### src/rtl/scoreboard_issue_ctrl.sv
// Scoreboard issue controller: per-register latency countdown, hazard hold, wb report.
// Optional operand bypass on the writeback cycle: define SCOREBOARD_BYPASS_EN.
module scoreboard_issue_ctrl #(
  parameter int NREG    = 32,
  parameter int LAT_W   = 3,
  parameter int LAT_MAX = 7
) (
  input  logic             clk,
  input  logic             rst_n,
  input  logic             dec_valid,
  input  logic [4:0]       dec_addr_a,
  input  logic [4:0]       dec_addr_b,
  input  logic             dec_use_a,
  input  logic             dec_use_b,
  input  logic             dec_write,
  input  logic [4:0]       dec_addr_d,
  input  logic [LAT_W-1:0] dec_lat,
  input  logic             flush,
  output logic             issue,
  output logic             stall,
  output logic             hz_raw,
  output logic             hz_waw,
  output logic             hz_wb,
  output logic             wb_valid,
  output logic [4:0]       wb_addr,
  output logic             fwd_a,
  output logic             fwd_b
);

  localparam int AW = 5;
  localparam logic [LAT_W:0] LAT_MAX_X = (LAT_W+1)'(LAT_MAX);

  typedef logic [LAT_W-1:0] cnt_t;

  cnt_t cnt    [NREG];
  cnt_t cnt_nx [NREG];

  logic [NREG-1:0] busy;
  logic [NREG-1:0] slot_hit;

  logic [LAT_W-1:0] lat_eff;
  logic [LAT_W:0]   lat_x;
  logic [LAT_W:0]   slot;

  logic raw_a;
  logic raw_b;
  logic raw_c;
  logic waw_c;
  logic wb_c;
  logic set_en;

  logic          wb_hit;
  logic [AW-1:0] wb_addr_nx;

  // Zero latency means one cycle; oversize values saturate.
  always_comb begin
    lat_x   = {1'b0, dec_lat};
    lat_eff = dec_lat;
    if (dec_lat == '0) begin
      lat_eff = LAT_W'(1);
    end else if (lat_x > LAT_MAX_X) begin
      lat_eff = LAT_W'(LAT_MAX);
    end
  end

  // A new result lands L cycles out; that slot is taken by any cnt of L+1.
  assign slot = {1'b0, lat_eff} + (LAT_W+1)'(1);

  always_comb begin
    busy     = '0;
    slot_hit = '0;
    for (int r = 0; r < NREG; r++) begin
      busy[r]     = (cnt[r] != '0);
      slot_hit[r] = ({1'b0, cnt[r]} == slot);
    end
  end

`ifdef SCOREBOARD_BYPASS_EN
  logic [NREG-1:0] due;

  always_comb begin
    due = '0;
    for (int r = 0; r < NREG; r++) begin
      due[r] = (cnt[r] == LAT_W'(1));
    end
  end

  // A source completing this cycle is picked off the writeback bus.
  assign raw_a = dec_use_a
               & busy[dec_addr_a]
               & ~due[dec_addr_a];
  assign raw_b = dec_use_b
               & busy[dec_addr_b]
               & ~due[dec_addr_b];

  assign fwd_a = dec_use_a
               & due[dec_addr_a]
               & (dec_addr_a != '0);
  assign fwd_b = dec_use_b
               & due[dec_addr_b]
               & (dec_addr_b != '0);
`else
  assign raw_a = dec_use_a & busy[dec_addr_a];
  assign raw_b = dec_use_b & busy[dec_addr_b];

  assign fwd_a = 1'b0;
  assign fwd_b = 1'b0;
`endif

  assign raw_c = raw_a | raw_b;

  assign waw_c = dec_write
               & (dec_addr_d != '0)
               & busy[dec_addr_d];

  assign wb_c  = dec_write & (|slot_hit);

  assign hz_raw = dec_valid & raw_c;
  assign hz_waw = dec_valid & waw_c;
  assign hz_wb  = dec_valid & wb_c;

  assign issue = rst_n
               & dec_valid
               & ~flush
               & ~raw_c
               & ~waw_c
               & ~wb_c;

  assign stall = dec_valid & ~issue;

  assign set_en = issue
                & dec_write
                & (dec_addr_d != '0);

  // WAW hold guarantees the set target is idle, so set never meets decrement.
  always_comb begin
    for (int r = 0; r < NREG; r++) begin
      cnt_nx[r] = busy[r] ? (cnt[r] - LAT_W'(1)) : '0;
      if (set_en && (dec_addr_d == AW'(r))) begin
        cnt_nx[r] = lat_eff;
      end
    end
    cnt_nx[0] = '0;
  end

  // Slot hazard keeps at most one counter at 1, so OR-ing indices is exact.
  always_comb begin
    wb_hit     = 1'b0;
    wb_addr_nx = '0;
    for (int r = 0; r < NREG; r++) begin
      if (cnt_nx[r] == LAT_W'(1)) begin
        wb_hit     = 1'b1;
        wb_addr_nx = wb_addr_nx | AW'(r);
      end
    end
  end

  always_ff @(posedge clk or negedge rst_n) begin
    if (!rst_n) begin
      for (int r = 0; r < NREG; r++) begin
        cnt[r] <= '0;
      end
      wb_valid <= 1'b0;
      wb_addr  <= '0;
    end else begin
      for (int r = 0; r < NREG; r++) begin
        cnt[r] <= cnt_nx[r];
      end
      wb_valid <= wb_hit;
      wb_addr  <= wb_addr_nx;
    end
  end

endmodule

### config.mk
export PLATFORM = sky130hd
export DESIGN_NAME = scoreboard_issue_ctrl
export DESIGN_NICKNAME = d
export VERILOG_FILES = /design/src/rtl/scoreboard_issue_ctrl.sv
export SDC_FILE = /design/constraint.sdc
export NUM_CORES = 1
export LEC_CHECK = 0
export BUFFER_PORTS_ARGS = -buffer_cell sky130_fd_sc_hd__buf_4
export CAP_MARGIN = 20
export CORE_MARGIN = 3
export CORE_UTILIZATION = 65
export CTS_BUF_LIST = sky130_fd_sc_hd__clkbuf_4
export CTS_CLUSTER_SIZE = 28
export DETAILED_ROUTE_END_ITERATION = 6
export PLACE_DENSITY = 0.84
export RECOVER_POWER = 50
export SYNTH_ARGS = -nofsm -noshare
export SYNTH_HDL_FRONTEND = slang
export SYNTH_SLANG_ARGS = --single-unit
### constraint.sdc
create_clock -name clk -period 5.7 [get_ports clk]
set_clock_uncertainty 0.2 [all_clocks]
set_input_delay 0.855 -clock clk [delete_from_list [all_inputs] [get_ports clk]]
set_output_delay 0.855 -clock clk [all_outputs]
set_load 0.01 [all_outputs]
==> impl_metrics.yaml <==
worst_setup_path:
  crit_path_max_fanout: 49
  cp.arrival_ps: 4160
  worstPathRequired_ps: 4640
  regToRegSetupSlack_ps: 880
  ff2ff_path_depth: 11
  criticalPathCategory: "in2out"
  critPathCaptureType: "output port"
  start_kind: "primary input"
  r2r_end: "wb_valid$_DFF_PN0_"
  crit-reg2reg-launch: "cnt[79]$_DFF_PN0_"
global_route:
  grt.total_usage_pct: 47.3
  antenna_found_initial: 1
  grt_pass1_wl_mm: 50.0
  grt_pass1_vias: 8115
  grt_start_max_net_pins: 62
  overflow: 0
sta:
  setup_viol: 0
  hold_violations: 0
  tns_ps: 0
  max_slew_margin_pct: -53.1
  final_max_slew_viol_count: 103
  post-route-period-util_pct: 91.5
  worstMarginPinSlew_ps: 2300
  fin_crit_ps: 5220
  rsz0062_at_grt: "no"
  fmax_ghz: 0.192
yosys:
  yosysUniqueCellTypes: 74
  synth_top_area_share_pct: 30.7
  yosysSeqAreaShare_pct: 30.7
  ys_ff_latch: 99
  netlist_instances: 1051
  yosys_warnings: 0
  syn-mean-instance-area_um2: 7.69
  ys.flop_type: "dfrtp_1"
  netlist.top_cell.by_area: "dfrtp_1"
  synth_edf_count: 0
  synth_area_mm2: 0.00808
  synth.area.top_cells: "dfrtp_1 31%, o21ai_0 5.6%, nand2_1 4.8%"
  ys_async_sr_fraction_pct: 100
place:
  globalplace.congestion: 1.13
  portBuffers: 35
  hpwl_mm: 24.6
  post_dp_cell_area_mm2: 0.00825
clocking:
  cts_max_level: 3
  cts_resized: 0
  clk_transition_reported_paths_ps: 160
  cts_tree: "done"
  hold_buffers: 0
  numCtsBuffers: 9
  ctsLongestPathBuffers: 2
  clk_latency_ps: 500
  cts_setup_buffers: 0
  numClockSinks: 99
  cts.root.buffer_cell: "clkbuf_4"
hold_path:
  hold_depth: 1
  hold_path_end: "cnt[24]$_DFF_PN0_"
  hp-start: "cnt[24]$_DFF_PN0_"
  hp-class: "reg2reg"
floorplanning:
  die_height_um: 117
  ioPinCount: 38
  row_count: 40
  die_area_mm2: 0.0138
  initial_core_util_pct: 67.0
  die_width_um: 117
  core-area_mm2: 0.0121
finish:
  nNetsFinal: 1027
  drive_gt1_share_pct: 9.24
  fin_area_mm2: 0.00838
  area_growth_syn_to_layout_pct: 3.67
power:
  p_comb_share_pct: 17.8
  p_seq_share_pct: 52.5
  max-vdd-ir-drop_v: 0.000140
  power_frac_clock_pct: 29.7
  switchingPower_mw: 0.468
  switching_share_pct: 33.0
  intPower_mw: 0.949
  leakagePower_nw: 3.23
  power.total_mw: 1.42
  powerDensity_mw_per_mm2: 169
route:
  drt_pre_antenna_iters: 7
  avgViaCountPerCell: 7.73
  route.detailed.drc: 48
  routed_wirelength_mm: 33.4
  wl_per_cell_um: 28.4
  dr_total_vias: 9091
  drtAntennaViolNets: 0
  drt_iter0_drc: 1809
job:
  cap_violations: 2
outcome:
  violations: "DRC, capacitance limit, slew limit"
  status: "finished, violations left"
-- synth_stat cells (10+ instances only) --
master	count
clkbuf_1	93
a211oi_1	11
o21ai_1	12
a31oi_1	17
buf_2	12
nand3b_1	15
mux2i_1	24
xnor2_1	11
nor4_1	17
nor3b_1	38
nand4b_1	10
nand2b_1	29
nand4_1	13
o21ai_0	90
dfrtp_1	99
o22ai_1	47
nor3_1	49
inv_1	16
or3_1	11
o211ai_1	11
nand2_1	103
nor2b_1	22
nand3_1	30
a21oi_1	43
nor2_1	77
-- worst max-delay path: stages --
cell and delay, ps:
buf_4 470, nand2b_1 430, mux2i_1 130, a31oi_1 180
o311ai_1 100, a2111oi_0 550, nand4_1 530, nor2_1 360
inv_1 80, a21oi_1 230, nor2b_1 70, buf_4 140
-- per-stage QoR --
step	setup WS, ps	hold WS, ps	utilization (%)	std cells
floorplan	1580	336	-	1052
global placement	664	382	68.4	1159
detailed placement	724	400	68.4	1159
CTS	763	114	69.6	1175
global route	364	484	69.5	1176
finish	484	430	69.5	1176
-- layout by cell type (no fill, tap or decap), drive strengths merged, types with 20 or more instances in the layout --
master	n
nand3	33
nor3b	38
nor3	49
a21oi	43
o21ai	102
nand2	103
nor2	77
dfrtp	99
inv	20
nor2b	22
o22ai	47
buf	47
nand2b	29
mux2i	24
nor4	20
-- sequential cells by signal (all words and copies together) (netlist names) --
signal / count
wb_valid: 1
cnt: 93
wb_addr: 5
-- worst max-delay path by stage --
stage,from,endpoint,slack (ps),cells after the start
after floorplan,dec_lat[2],stall,1580,13
after global placement,dec_lat[1],wb_valid$_DFF_PN0_,660,12
after detailed placement,dec_lat[1],wb_valid$_DFF_PN0_,720,12
after CTS,dec_lat[1],stall,760,12
after global routing,dec_lat[1],stall,360,12
final,dec_lat[1],stall,480,12
-- cell type report --
cell class	instances	area [um^2]
diodes	1	2.50
clock inverters	6	78.8
clock buffers	10	75.1
fillers	994	3680
well taps	168	210
inverters	16	60.1
repair buffers	54	380
flip-flops and latches	99	2480
multi-input cells	822	5090
-- power by group through the flow --
| stage | combinational (mW) | sequential (mW) | clock [mW] |
|---|---|---|---|
| final | 0.252 | 0.743 | 0.420 |
| after floorplan | 0.159 | 0.734 | 0 |
| after detailed placement | 0.242 | 0.754 | 0 |
| after global routing | 0.265 | 0.745 | 0.452 |
| after CTS | 0.243 | 0.741 | 0.420 |
| after global placement | 0.238 | 0.754 | 0 |
-- routing by layer --
metal / GRT usage [%] / wire, um / vias up / part of all wire [%]
li1: - / - / 3799 / -
met1: 63.4 / 12000 / 4203 / 36
met2: 66.0 / 13500 / 893 / 40
met3: 15.0 / 5310 / 196 / 16
met4: 30.1 / 2620 / 0 / 7.8
met5: 0 / 0 / - / 0
-- kinds of logic (layout without fill, tap and decap cells) --
kind of cell | count (synthesis) | in the layout | share of synthesized area (%)
AOI/OAI and AO/OA | 314 | 314 | 24.8
xor gates and xnor gates | 15 | 15 | 1.63
buffers and inverters | 131 | 86 | 6.36
DFF | 99 | 99 | 30.7
muxes | 36 | 36 | 5.76
other | 1 | 3 | 0.0464
and+or+nand+nor | 455 | 455 | 30.8
(Power assumes the default switching activity.)
